$ cat src/rtl/mult_share_pkg.sv
// Shared types for the multiplier-sharing scheduler.
// Holds the FSM state encoding and the requester-id width helper.
package mult_share_pkg;

    typedef enum logic [1:0] {
        IDLE  = 2'd0,
        ISSUE = 2'd1,
        WAIT  = 2'd2,
        RESP  = 2'd3
    } state_t;

    // Id width for n requesters; never narrower than one bit.
    function automatic int id_w(input int n);
        return (n > 1) ? $clog2(n) : 1;
    endfunction

endpackage

$ cat src/rtl/rr_arbiter.sv
// Combinational round-robin picker: first asserted req at or after ptr.
// Ports: req, ptr in; one-hot grant, grant_id, any out.
module rr_arbiter
    import mult_share_pkg::*;
#(
    parameter int  NUM_REQ = 4,
    localparam int ID_W    = id_w(NUM_REQ)
) (
    input  logic [NUM_REQ-1:0] req,
    input  logic [ID_W-1:0]    ptr,
    output logic [NUM_REQ-1:0] grant,
    output logic [ID_W-1:0]    grant_id,
    output logic               any
);

    always_comb begin
        int              idx;
        logic [ID_W-1:0] sel;
        grant    = '0;
        grant_id = '0;
        any      = 1'b0;
        idx      = 0;
        sel      = '0;
        // Scan offsets 0..NUM_REQ-1 from ptr, wrapping modulo NUM_REQ.
        for (int i = 0; i < NUM_REQ; i++) begin
            idx = (int'(ptr) + i) % NUM_REQ;
            sel = idx[ID_W-1:0];
            if (!any && req[sel]) begin
                any        = 1'b1;
                grant[sel] = 1'b1;
                grant_id   = sel;
            end
        end
    end

endmodule

$ cat src/rtl/mult_share_arbiter.sv
// Round-robin scheduler sharing one multi-cycle signed multiplier.
// Ports: req_* handshake in, rsp_* result out, mul_* start/done to core.
module mult_share_arbiter
    import mult_share_pkg::*;
#(
    parameter int  NUM_REQ = 4,
    parameter int  WIDTH   = 32,
    localparam int ID_W    = id_w(NUM_REQ)
) (
    input  logic                     clk,
    input  logic                     reset,
    input  logic [NUM_REQ-1:0]       req_valid,
    output logic [NUM_REQ-1:0]       req_ready,
    input  logic [NUM_REQ*WIDTH-1:0] req_a,
    input  logic [NUM_REQ*WIDTH-1:0] req_b,
    output logic                     rsp_valid,
    input  logic                     rsp_ready,
    output logic [ID_W-1:0]          rsp_id,
    output logic [2*WIDTH-1:0]       rsp_p,
    output logic                     mul_start,
    output logic [WIDTH-1:0]         mul_a,
    output logic [WIDTH-1:0]         mul_b,
    input  logic                     mul_done,
    input  logic [2*WIDTH-1:0]       mul_p,
    output logic                     busy
);

    state_t              state_q, state_d;
    logic [ID_W-1:0]     ptr_q, ptr_d;
    logic [WIDTH-1:0]    mul_a_q, mul_a_d;
    logic [WIDTH-1:0]    mul_b_q, mul_b_d;
    logic [ID_W-1:0]     rsp_id_q, rsp_id_d;
    logic [2*WIDTH-1:0]  rsp_p_q, rsp_p_d;

    logic [NUM_REQ-1:0]  grant;
    logic [ID_W-1:0]     grant_id;
    logic                any;

    rr_arbiter #(
        .NUM_REQ (NUM_REQ)
    ) u_arb (
        .req      (req_valid),
        .ptr      (ptr_q),
        .grant    (grant),
        .grant_id (grant_id),
        .any      (any)
    );

    always_ff @(posedge clk or negedge reset) begin
        if (!reset) begin
            state_q  <= IDLE;
            ptr_q    <= '0;
            mul_a_q  <= '0;
            mul_b_q  <= '0;
            rsp_id_q <= '0;
            rsp_p_q  <= '0;
        end else begin
            state_q  <= state_d;
            ptr_q    <= ptr_d;
            mul_a_q  <= mul_a_d;
            mul_b_q  <= mul_b_d;
            rsp_id_q <= rsp_id_d;
            rsp_p_q  <= rsp_p_d;
        end
    end

    always_comb begin
        state_d  = state_q;
        ptr_d    = ptr_q;
        mul_a_d  = mul_a_q;
        mul_b_d  = mul_b_q;
        rsp_id_d = rsp_id_q;
        rsp_p_d  = rsp_p_q;
        unique case (state_q)
            IDLE: begin
                // In IDLE, any pending request implies its ready is high.
                if (any) begin
                    state_d  = ISSUE;
                    mul_a_d  = req_a[grant_id*WIDTH +: WIDTH];
                    mul_b_d  = req_b[grant_id*WIDTH +: WIDTH];
                    rsp_id_d = grant_id;
                    ptr_d    = (grant_id == ID_W'(NUM_REQ - 1))
                             ? '0 : grant_id + ID_W'(1);
                end
            end
            ISSUE: state_d = WAIT;
            WAIT: begin
                if (mul_done) begin
                    rsp_p_d = mul_p;
                    state_d = RESP;
                end
            end
            RESP: begin
                if (rsp_ready) state_d = IDLE;
            end
            default: state_d = IDLE;
        endcase
    end

    always_comb begin
        req_ready = '0;
        mul_start = 1'b0;
        rsp_valid = 1'b0;
        busy      = 1'b1;
        unique case (state_q)
            IDLE: begin
                busy = 1'b0;
                // Held low while reset is asserted.
                if (reset) req_ready = grant;
            end
            ISSUE: mul_start = 1'b1;
            WAIT: ;
            RESP: rsp_valid = 1'b1;
            default: ;
        endcase
    end

    assign mul_a  = mul_a_q;
    assign mul_b  = mul_b_q;
    assign rsp_id = rsp_id_q;
    assign rsp_p  = rsp_p_q;

endmodule

$ cat config.mk
export PLATFORM = sky130hd
export DESIGN_NAME = mult_share_arbiter
export DESIGN_NICKNAME = d
export VERILOG_FILES = /design/src/rtl/mult_share_pkg.sv /design/src/rtl/rr_arbiter.sv /design/src/rtl/mult_share_arbiter.sv
export SDC_FILE = /design/constraint.sdc
export NUM_CORES = 1
export LEC_CHECK = 0
export ABC_CLOCK_PERIOD_IN_PS = 4100
export CAP_MARGIN = 20
export CORE_AREA = 8 8 174 176
export DETAILED_ROUTE_END_ITERATION = 8
export DIE_AREA = 0 0 182 184
export PLACE_DENSITY = 0.67
export SLEW_MARGIN = 20
export SYNTH_ARGS = -nofsm -noshare
export SYNTH_HDL_FRONTEND = slang
export SYNTH_SLANG_ARGS = --single-unit
$ cat constraint.sdc
create_clock -name clk -period 4.1 [get_ports clk]
set_input_delay 1.23 -clock clk [delete_from_list [all_inputs] [get_ports clk]]
set_output_delay 1.23 -clock clk [all_outputs]
set_load 0.02 [all_outputs]
==> impl_metrics.xml, run 1 <==
<?xml version="1.0" encoding="UTF-8"?>
<metrics>
  <group name="clock_tree">
    <metric name="clk_transition_reported_paths" unit="ps">70</metric>
    <metric name="cts_hold_repair.buffers" unit="">0</metric>
    <metric name="worstSkewPairLatency" unit="ps">420</metric>
    <metric name="clock-sinks" unit="">134</metric>
    <metric name="cts_tree" unit="">done</metric>
    <metric name="cts_made_buffers" unit="">17</metric>
    <metric name="h-tree-depth" unit="">4</metric>
    <metric name="clk_root_buffer_cell" unit="">clkbuf_16</metric>
    <metric name="ctsLongestPathBuffers" unit="">2</metric>
  </group>
  <group name="outcome">
    <metric name="result_of_the_run" unit="">completed</metric>
  </group>
  <group name="critical_path">
    <metric name="critical_path_buf_inv_count" unit="">3</metric>
    <metric name="cp_slowest_stage_delay" unit="ps">490</metric>
    <metric name="worstPathMaxFanout" unit="">5</metric>
    <metric name="path_delay_family" unit="">buffers and inverters</metric>
    <metric name="critPathRequiredTime" unit="ps">2870</metric>
    <metric name="crit_cells" unit="">9</metric>
    <metric name="cp_cell_sequence" unit="">dlygate4sd2_1 -&gt; mux4_2 -&gt; buf_6 -&gt; nor2b_4 -&gt; a22oi_1 -&gt; nor2_1 -&gt; a221oi_2 -&gt; nor2_2 -&gt; buf_4</metric>
    <metric name="path_class" unit="">in2out</metric>
    <metric name="critical_path.endpoint_type" unit="">output port</metric>
    <metric name="worst-r2r-cell-count" unit="">14</metric>
    <metric name="timing.critical_path.arrival" unit="ps">2820</metric>
    <metric name="crit_slowest_cell" unit="">mux4_2</metric>
    <metric name="startpoint_type" unit="">primary input</metric>
  </group>
  <group name="sta">
    <metric name="fmax" unit="GHz">0.247</metric>
    <metric name="final_max_slew_viol_count" unit="">0</metric>
    <metric name="post-route-min-period" unit="ps">4050</metric>
    <metric name="post-route-period-util" unit="">0.987</metric>
    <metric name="max-slew-margin-rel" unit="">0.487</metric>
    <metric name="final_number_of_hold_violating_endpoints" unit="">0</metric>
    <metric name="worst_slew_pin_slew" unit="ps">769</metric>
    <metric name="post_route_clock_skew" unit="ps">20.9</metric>
    <metric name="setup-violations-final" unit="">0</metric>
  </group>
  <group name="die">
    <metric name="initial_core_util" unit="">0.302</metric>
    <metric name="core_area" unit="um^2">27500</metric>
    <metric name="number_of_top_level_pins" unit="">465</metric>
    <metric name="core.rowCount" unit="">61</metric>
    <metric name="die-area" unit="um^2">33500</metric>
    <metric name="die-height" unit="um">184</metric>
    <metric name="die_x" unit="um">182</metric>
  </group>
  <group name="synth">
    <metric name="ys_async_sr_fraction" unit="">1.00</metric>
    <metric name="synth_top_flop_cell" unit="">dfrtp_1</metric>
    <metric name="synth.distinct_cells" unit="">47</metric>
    <metric name="synth.ff_latch_count" unit="">134</metric>
    <metric name="synth_area_per_cell" unit="um^2">9.72</metric>
    <metric name="synth_warnings" unit="">0</metric>
    <metric name="synth_enable_flop_cells" unit="">0</metric>
    <metric name="synth.net_count" unit="">1194</metric>
    <metric name="synthDominantAreaCellType" unit="">dfrtp_1</metric>
    <metric name="yosys-top-cells-area" unit="">dfrtp_1, a211oi_1, mux2_2, nor2_1, mux2i_1</metric>
    <metric name="synthMostInstantiatedCell" unit="">dfrtp_1</metric>
    <metric name="synth_common_cells" unit="">dfrtp_1, nor2_1, a211oi_1, mux2_2, clkbuf_1</metric>
    <metric name="syn-cell-area" unit="um^2">8300</metric>
    <metric name="synth.top_cell.area_share" unit="">0.404</metric>
    <metric name="seq_area_frac_synth" unit="">0.404</metric>
    <metric name="number_of_instances_in_the_synthesized_netlist" unit="">854</metric>
  </group>
  <group name="placed_design">
    <metric name="gp_routability_congestion" unit="">0.855</metric>
    <metric name="dp.cells" unit="">1652</metric>
    <metric name="dpl.hpwl" unit="mm">30.4</metric>
    <metric name="port_buffers" unit="">464</metric>
  </group>
  <group name="layout">
    <metric name="num-fill-cells" unit="">2486</metric>
    <metric name="finish.net_count" unit="">1666</metric>
    <metric name="layout-drive-gt1-share" unit="">0.173</metric>
    <metric name="finalNonFillerCells" unit="">1690</metric>
    <metric name="areaGrowthSynthToFinish" unit="%">73.6</metric>
    <metric name="final_core_utilization" unit="">0.525</metric>
  </group>
  <group name="global_route">
    <metric name="grt_pass1_wl" unit="mm">58.4</metric>
    <metric name="first_global_vias" unit="">9415</metric>
    <metric name="grt_antenna_before_repair" unit="">5</metric>
    <metric name="grt.total_usage" unit="">0.228</metric>
    <metric name="grt_max_degree" unit="">135</metric>
    <metric name="global_route.overflow_total" unit="">0</metric>
  </group>
  <group name="drt">
    <metric name="detail-route-antenna-nets" unit="">0</metric>
    <metric name="drt_first_iter_violations" unit="">510</metric>
    <metric name="detailed_route_wl" unit="mm">39.6</metric>
    <metric name="firstDrtPassIters" unit="">5</metric>
    <metric name="drc" unit="">0</metric>
    <metric name="wl_per_cell" unit="um">23.4</metric>
    <metric name="viasPerCell" unit="">5.21</metric>
    <metric name="dr_total_vias" unit="">8808</metric>
  </group>
  <group name="job">
    <metric name="maxCapViolations" unit="">0</metric>
  </group>
  <group name="worst_hold_path">
    <metric name="worstHoldPathCells" unit="">1</metric>
    <metric name="holdCritPathClass" unit="">reg2reg</metric>
  </group>
  <group name="pwr">
    <metric name="power_density_over_cell_area" unit="nW/um^2">869</metric>
    <metric name="p_leak" unit="nW">5.92</metric>
    <metric name="vdd.ir_drop.worst" unit="mV">0.382</metric>
    <metric name="total_power" unit="mW">12.5</metric>
  </group>
</metrics>
==> state kept, by name, indices dropped and copies added (netlist names) <==
name and cells:
rsp_p 64, state_q 2, ptr_q 2, mul_b 32
mul_a 32, rsp_id 2
==> worst paths after layout <==
path | to | slack, ps | from
worst max-delay path | req_ready[2] | 50 | req_valid[0]
worst min-delay path | rsp_p[6] | 510 | rsp_p[6]
worst max register to register | mul_b[11] | 790 | ptr_q[0]
worst min register to register | rsp_p[6] | 510 | rsp_p[6]
max in group asynchronous | mul_a[16] | 2580 | reset
min in group asynchronous | mul_b[12] | 950 | reset
==> layout make-up <==
| type | count | area [um^2] | area share |
|---|---|---|---|
| diodes | 5 | 12.5 | 0.000868 |
| well taps | 346 | 433 | 0.0300 |
| clock buffers | 17 | 425 | 0.0295 |
| repair buffers | 539 | 5380 | 0.373 |
| inverters | 9 | 33.8 | 0.00234 |
| multi-input cells | 625 | 4620 | 0.320 |
| clock inverters | 15 | 156 | 0.0109 |
| flip-flops and latches | 134 | 3350 | 0.233 |
==> layout by cell type (no fill, tap or decap), types with 3 or more instances in the layout <==
master,instances
a211o_1,3
a211oi_1,98
a21oi_1,29
a221oi_2,4
a31o_1,21
a31o_2,6
and3_1,36
buf_12,13
buf_4,61
buf_6,6
clkbuf_16,17
clkdlybuf4s15_1,3
clkdlybuf4s50_1,455
clkinvlp_4,3
dfrtp_1,133
diode_2,5
ha_1,12
inv_1,9
inv_6,7
inv_8,3
mux2_2,64
mux2i_1,38
mux4_2,4
nand2_1,32
nand2b_1,27
nand3_1,27
nand3b_1,3
nor2_1,96
nor2_2,4
o21ai_0,53
o21ai_1,6
o41ai_1,6
o41ai_2,20
==> metrics by stage <==
stage                     setup WS (ps)  hold WS (ps)  TNS, ps  instance area, um^2
after CTS                          16.3           508        0                14400
after floorplan                    68.4           528        0                 8310
after detailed placement           -664           492    -2650                13800
after global routing              -48.4           518    -62.9                14400
after global placement             -634           475    -2560                13800
final                              51.6           506        0                14400
==> logic make-up after synthesis <==
family,synth area share
AO/OA/AOI/OAI,0.240
buffers and inverters,0.0538
flip-flops,0.404
adder cells (fa/ha/maj),0.0181
multiplexers,0.143
AND/OR/NAND/NOR,0.140
XOR/XNOR,0.00106
==> per-layer routing <==
layer	global-route usage	wire, um
met5	0	13
met4	0.0712	801
met3	0.0773	3070
met2	0.385	19600
met1	0.271	16100
==> where the power goes <==
part / switching (mW) / internal [mW] / leakage (nW)
Sequential: 0.399 / 2.03 / 1.57
Clock: 0.718 / 0.864 / 0.278
Combinational: 4.57 / 3.94 / 4.07
==> timing repair <==
item | in CTS | in global routing
resized for setup | 29 | 12
buffers inserted | 0 | 1
pin swaps | 0 | 1
endpoints found under the setup margin | 4 | 4
Note: power is estimated with default switching activity, not from simulation.
==> run 2: changes to the inputs <==
CORE_AREA = 8 8 177 179   (was 8 8 174 176)
CTS_BUF_LIST = sky130_fd_sc_hd__clkbuf_8   (was unset)
DIE_AREA = 0 0 185 187   (was 0 0 182 184)
PLACE_DENSITY = 0.65   (was 0.67)
TNS_END_PERCENT = 50   (was unset)
==> run 2 against run 1 <==
  * Flip-flop and latch count stayed put
  * Largest power group unchanged
  * Cell count is 0.59% higher
  * Critical path type unchanged
  * Critical path depth did not move
  * Routed wire length is 1.7% lower
  * Clock skew decreased by 0.85 ps
  * Maximum frequency rose by 3.3%
==> impl_metrics.xml, run 2 (synthesis results as in run 1) <==
<?xml version="1.0" encoding="UTF-8"?>
<metrics>
  <group name="critical_path">
    <metric name="worst-r2r-cell-count" unit="">11</metric>
    <metric name="cp-startpoint" unit="">req_valid[3]</metric>
    <metric name="path_class" unit="">in2out</metric>
    <metric name="critPathMostFrequentCell" unit="">nor2_1</metric>
    <metric name="crit_slowest_cell" unit="">mux4_2</metric>
    <metric name="critPathRequiredTime" unit="ps">2870</metric>
    <metric name="crit_path_end" unit="">req_ready[2]</metric>
    <metric name="timing.critical_path.arrival" unit="ps">2690</metric>
    <metric name="reg2reg_slack" unit="ps">790</metric>
    <metric name="cp_slowest_stage_delay" unit="ps">500</metric>
    <metric name="timing.rr.start" unit="">ptr_q[0]</metric>
    <metric name="critical_path.endpoint_type" unit="">output port</metric>
    <metric name="rr_endpoint" unit="">mul_a[15]</metric>
    <metric name="worstPathMaxFanout" unit="">6</metric>
    <metric name="startpoint_type" unit="">primary input</metric>
    <metric name="cp_cell_sequence" unit="">clkbuf_2 -&gt; mux4_2 -&gt; buf_6 -&gt; nor2b_4 -&gt; a22oi_1 -&gt; nor2_1 -&gt; a221oi_2 -&gt; nor2_1 -&gt; buf_2</metric>
  </group>
  <group name="pwr">
    <metric name="p_switching" unit="mW">5.56</metric>
    <metric name="pwr-share-comb" unit="">0.697</metric>
    <metric name="p_leak" unit="nW">5.72</metric>
    <metric name="total_power" unit="mW">11.8</metric>
    <metric name="power_frac_seq" unit="">0.201</metric>
    <metric name="clock_power_share" unit="">0.102</metric>
    <metric name="power_density_over_cell_area" unit="nW/um^2">843</metric>
    <metric name="vdd.ir_drop.worst" unit="mV">0.381</metric>
    <metric name="switching_share" unit="">0.470</metric>
    <metric name="internal_power" unit="mW">6.27</metric>
  </group>
  <group name="sta">
    <metric name="post-route-min-period" unit="ps">3920</metric>
    <metric name="max-slew-margin-rel" unit="">0.367</metric>
    <metric name="setup-violations-final" unit="">0</metric>
    <metric name="setup_tns" unit="ps">0</metric>
    <metric name="fmax" unit="GHz">0.255</metric>
    <metric name="post_route_clock_skew" unit="ps">20.1</metric>
    <metric name="holdWs" unit="ps">512</metric>
    <metric name="final_max_slew_viol_count" unit="">0</metric>
    <metric name="worst_slew_pin_slew" unit="ps">949</metric>
    <metric name="rsz0062_at_grt" unit="">false</metric>
    <metric name="post-route-period-util" unit="">0.956</metric>
    <metric name="final_number_of_hold_violating_endpoints" unit="">0</metric>
  </group>
  <group name="drt">
    <metric name="detail-route-antenna-nets" unit="">0</metric>
    <metric name="wl_per_cell" unit="um">22.9</metric>
    <metric name="dr_total_vias" unit="">8616</metric>
    <metric name="drt_first_iter_violations" unit="">425</metric>
    <metric name="firstDrtPassIters" unit="">5</metric>
    <metric name="viasPerCell" unit="">5.07</metric>
    <metric name="detailed_route_wl" unit="mm">38.9</metric>
    <metric name="drc" unit="">0</metric>
  </group>
  <group name="worst_hold_path">
    <metric name="holdCritPathClass" unit="">reg2reg</metric>
  </group>
  <group name="clock_tree">
    <metric name="ctsLongestPathBuffers" unit="">2</metric>
    <metric name="clk_root_buffer_cell" unit="">clkbuf_8</metric>
    <metric name="cts_made_buffers" unit="">17</metric>
    <metric name="clk_transition_reported_paths" unit="ps">90</metric>
    <metric name="cts_tree" unit="">done</metric>
    <metric name="clock-sinks" unit="">134</metric>
    <metric name="worstSkewPairLatency" unit="ps">450</metric>
    <metric name="h-tree-depth" unit="">4</metric>
  </group>
  <group name="die">
    <metric name="core.rowCount" unit="">62</metric>
    <metric name="die_x" unit="um">185</metric>
    <metric name="number_of_top_level_pins" unit="">465</metric>
    <metric name="die-height" unit="um">187</metric>
    <metric name="initial_core_util" unit="">0.292</metric>
    <metric name="die-area" unit="um^2">34600</metric>
    <metric name="core_area" unit="um^2">28400</metric>
  </group>
  <group name="global_route">
    <metric name="global_route.overflow_total" unit="">0</metric>
    <metric name="grt_antenna_before_repair" unit="">4</metric>
    <metric name="grt.total_usage" unit="">0.220</metric>
    <metric name="grt_max_degree" unit="">75</metric>
    <metric name="first_global_vias" unit="">9047</metric>
    <metric name="grt_pass1_wl" unit="mm">58.3</metric>
  </group>
  <group name="placed_design">
    <metric name="gp_routability_congestion" unit="">0.848</metric>
    <metric name="dpl.hpwl" unit="mm">29.5</metric>
    <metric name="detailed_place.area" unit="um^2">13600</metric>
    <metric name="port_buffers" unit="">464</metric>
  </group>
  <group name="layout">
    <metric name="final_common_cell" unit="">clkdlybuf4s50_1</metric>
    <metric name="num-fill-cells" unit="">2670</metric>
    <metric name="largest_register_ffs" unit="">64</metric>
    <metric name="areaGrowthSynthToFinish" unit="%">69.0</metric>
    <metric name="leading_cell_types_in_the_layout_fill_and_taps_excluded" unit="">clkdlybuf4s50_1, dfrtp_1, nor2_1, a211oi_1, mux2_2</metric>
    <metric name="final_cell_area" unit="um^2">14000</metric>
    <metric name="final_core_utilization" unit="">0.494</metric>
    <metric name="layout-drive-gt1-share" unit="">0.157</metric>
    <metric name="finish.net_count" unit="">1640</metric>
  </group>
  <group name="outcome">
    <metric name="result_of_the_run" unit="">completed</metric>
  </group>
  <group name="job">
    <metric name="maxCapViolations" unit="">0</metric>
  </group>
</metrics>
## run 2: area by class of cell
type                       count  area (um^2)  share of cell area
antenna                        3         7.51            0.000535
clock buffer                  18          248              0.0177
clock inverter                14          155              0.0111
inverter                       9         33.8             0.00241
multi-input combinational    625         4610               0.328
sequential                   134         3350               0.239
tap                          384          480              0.0342
timing repair buffer         513         5150               0.367
## run 2: metal layers
layer	up-vias	GRT usage	share of wire	wire length, um
met1	4210	0.264	0.41	15800
met2	299	0.370	0.50	19400
met5	-	0	0.00033	13
li1	4070	-	-	-
met3	35	0.0730	0.077	2990
met4	2	0.0622	0.019	727
## run 2: worst max-delay path: cells and delay by family
family | cells | cell delay [ps]
mux | 1 | 500
buf+inv | 3 | 450
compound gates | 2 | 130
simple gates | 3 | 380
## run 2: what timing repair did
item	in CTS	in global routing
pin swaps	0	0
buffers inserted	0	0
hold buffers	0	0
endpoints found under the setup margin	4	4
gates resized for setup	24	16
## run 2: worst min-delay path by stage
stage          depth (start not counted)          to       start  slack [ps]
5_1_grt                                1   rsp_p[48]   rsp_p[48]         530
4_1_cts                                1   rsp_p[17]   rsp_p[17]         510
3_3_place_gp                           1   rsp_id[1]   rsp_id[1]         480
6_report                               1   rsp_p[17]   rsp_p[17]         510
2_1_floorplan                          1  state_q[0]  state_q[0]         530
3_5_place_dp                           1   rsp_id[1]   rsp_id[1]         490
## run 2: per-stage QoR
step / cells / worst slack [ps]
4_1_cts: 1697 / 1.86
5_1_grt: 1700 / 97.5
3_5_place_dp: 1665 / -696
2_1_floorplan: 854 / -12.5
6_report: 1700 / 180
3_3_place_gp: 1665 / -656
## run 2: power by group through the flow
stage	combinational [mW]	clock, mW	sequential (mW)
3_5_place_dp	8.24	0	2.40
4_1_cts	8.28	1.26	2.39
6_report	8.25	1.20	2.38
2_1_floorplan	3.93	0	3.18
5_1_grt	8.84	1.31	2.47
3_3_place_gp	8.15	0	2.38
==> run 3: changes to the inputs <==
CORE_AREA = 8 8 173 175   (was 8 8 177 179)
DIE_AREA = 0 0 181 183   (was 0 0 185 187)
PLACE_DENSITY = 0.67   (was 0.65)
==> run 3 against run 2 <==
  * Worst hold slack got worse by 3.2 ps
  * Clock-buffer cell count did not move
  * Global-route usage rose by 1.1 points
  * Design area rose by 1.5%
  * Maximum frequency fell by 1.2%
  * Clock power barely moved
  * Worst setup slack got worse by 47 ps
  * Routed wire length rose by 1.2%
  * Sequential share of layout area fell by 0.36 points
  * Cell count fell by 0.71%
  * Combinational power rose by 4.2%
  * Largest power group unchanged
  * Via count rose by 3.2%
==> impl_metrics.xml, run 3 (synthesis results as in run 1) <==
<?xml version="1.0" encoding="UTF-8"?>
<metrics>
  <group name="layout">
    <metric name="layout-drive-gt1-share" unit="">0.176</metric>
    <metric name="leading_cell_types_in_the_layout_fill_and_taps_excluded" unit="">clkdlybuf4s50_1, dfrtp_1, nor2_1, a211oi_1, mux2_2</metric>
    <metric name="final_common_cell" unit="">clkdlybuf4s50_1</metric>
    <metric name="antennaDiodeCount" unit="">0</metric>
    <metric name="largest_register_ffs" unit="">64</metric>
    <metric name="finish.net_count" unit="">1669</metric>
    <metric name="areaGrowthSynthToFinish" unit="%">71.6</metric>
  </group>
  <group name="outcome">
    <metric name="result_of_the_run" unit="">completed</metric>
  </group>
  <group name="global_route">
    <metric name="grt_antenna_before_repair" unit="">0</metric>
    <metric name="first_global_vias" unit="">9531</metric>
    <metric name="grt.total_usage" unit="">0.231</metric>
    <metric name="grt_pass1_wl" unit="mm">59.3</metric>
    <metric name="global_route.overflow_total" unit="">0</metric>
    <metric name="grt_max_degree" unit="">73</metric>
  </group>
  <group name="sta">
    <metric name="post-route-period-util" unit="">0.967</metric>
    <metric name="setup-violations-final" unit="">0</metric>
    <metric name="layout_setup_ws" unit="ps">134</metric>
    <metric name="fmax" unit="GHz">0.252</metric>
    <metric name="final_number_of_hold_violating_endpoints" unit="">0</metric>
    <metric name="worst_slew_pin_slew" unit="ps">965</metric>
    <metric name="max-slew-margin-rel" unit="">0.357</metric>
    <metric name="post-route-min-period" unit="ps">3970</metric>
    <metric name="rsz0062_at_grt" unit="">false</metric>
    <metric name="final_max_slew_viol_count" unit="">0</metric>
    <metric name="post_route_clock_skew" unit="ps">20.0</metric>
    <metric name="setup_tns" unit="ps">0</metric>
  </group>
  <group name="placed_design">
    <metric name="port_buffers" unit="">464</metric>
    <metric name="gp_routability_congestion" unit="">0.862</metric>
    <metric name="preCtsSetupSlack" unit="ps">-682</metric>
    <metric name="dpl.hpwl" unit="mm">30.4</metric>
  </group>
  <group name="die">
    <metric name="initial_core_util" unit="">0.304</metric>
    <metric name="number_of_top_level_pins" unit="">465</metric>
    <metric name="core_area" unit="um^2">27300</metric>
    <metric name="die_x" unit="um">181</metric>
    <metric name="die-height" unit="um">183</metric>
    <metric name="core.rowCount" unit="">61</metric>
    <metric name="die-area" unit="um^2">33100</metric>
  </group>
  <group name="clock_tree">
    <metric name="cts_made_buffers" unit="">17</metric>
    <metric name="h-tree-depth" unit="">4</metric>
    <metric name="clock-sinks" unit="">134</metric>
    <metric name="clk_transition_reported_paths" unit="ps">80</metric>
    <metric name="ctsLongestPathBuffers" unit="">2</metric>
    <metric name="cts_tree" unit="">done</metric>
    <metric name="clk_root_buffer_cell" unit="">clkbuf_8</metric>
    <metric name="worstSkewPairLatency" unit="ps">450</metric>
  </group>
  <group name="job">
    <metric name="maxCapViolations" unit="">0</metric>
  </group>
  <group name="pwr">
    <metric name="p_leak" unit="nW">5.88</metric>
    <metric name="power_density_over_cell_area" unit="nW/um^2">856</metric>
    <metric name="vdd.ir_drop.worst" unit="mV">0.420</metric>
  </group>
  <group name="drt">
    <metric name="wl_per_cell" unit="um">23.3</metric>
    <metric name="drc" unit="">0</metric>
    <metric name="detailed_route_wl" unit="mm">39.4</metric>
    <metric name="drt_first_iter_violations" unit="">593</metric>
    <metric name="viasPerCell" unit="">5.27</metric>
    <metric name="firstDrtPassIters" unit="">4</metric>
    <metric name="detail-route-antenna-nets" unit="">0</metric>
    <metric name="dr_total_vias" unit="">8889</metric>
  </group>
  <group name="critical_path">
    <metric name="worstPathMaxFanout" unit="">5</metric>
    <metric name="startpoint_type" unit="">primary input</metric>
    <metric name="timing.rr.start" unit="">ptr_q[0]</metric>
    <metric name="critical_path.endpoint_type" unit="">output port</metric>
    <metric name="timing.critical_path.arrival" unit="ps">2740</metric>
    <metric name="path_class" unit="">in2out</metric>
    <metric name="critPathRequiredTime" unit="ps">2870</metric>
    <metric name="cp-startpoint" unit="">req_valid[2]</metric>
  </group>
  <group name="worst_hold_path">
    <metric name="holdCritPathClass" unit="">reg2reg</metric>
    <metric name="hold_start" unit="">rsp_id[1]</metric>
  </group>
</metrics>
## run 3: critical path: stages
cell	delay, ps
clkbuf_2	120
mux4_2	510
buf_6	160
nor2b_4	170
a22oi_2	70
nor2_1	150
a221oi_2	50
nor2_1	120
buf_4	160
## run 3: layout make-up
class	instances	area (um^2)
fill	2510	13100
timing repair buffer	542	5420
multi-input combinational	625	4610
sequential	134	3350
tap	346	433
clock buffer	18	248
clock inverter	14	151
inverter	9	33.8
## run 3: timing repair
item	CTS	global route
pin swaps	0	2
hold buffers	0	0
resized for setup	29	9
setup buffers	2	1
endpoints found under the setup margin	4	4
endpoints found under the hold margin	0	0
## run 3: report_power, final
part	internal (mW)	switching [mW]	leakage, nW
logic	4.02	4.58	4.11
registers	2.03	0.373	1.57
clock network	0.526	0.676	0.199
total	6.57	5.63	5.88
## run 3: routing by layer
metal  up-vias  share of wire  global-route usage
met5         -              0                   0
met4         0          0.023              0.0620
met3        45          0.077              0.0693
li1       4109              -                   -
met1      4367           0.41               0.286
met2       368           0.49               0.390
## run 3: per-stage QoR
stage | cells | util | power, mW | area [um^2] | hold slack, ps
final | 1688 | 0.522 | 12.2 | 14200 | 509
after floorplan | 854 | - | 7.11 | 8310 | 528
after global routing | 1688 | 0.522 | 13.0 | 14200 | 528
after global placement | 1653 | 0.506 | 10.9 | 13800 | 480
after CTS | 1687 | 0.521 | 12.3 | 14200 | 514
after detailed placement | 1653 | 0.506 | 11.0 | 13800 | 490
## run 3: worst paths after layout
kind / endpoint / cells after the start / slack (ps)
worst max register to register: mul_a[6] / 13 / 940
worst min register to register: rsp_id[1] / 1 / 510
min in group asynchronous: rsp_p[60] / 2 / 980
max in group asynchronous: mul_b[29] / 3 / 1630
worst max-delay path: req_ready[3] / 9 / 130
worst min-delay path: rsp_id[1] / 1 / 510
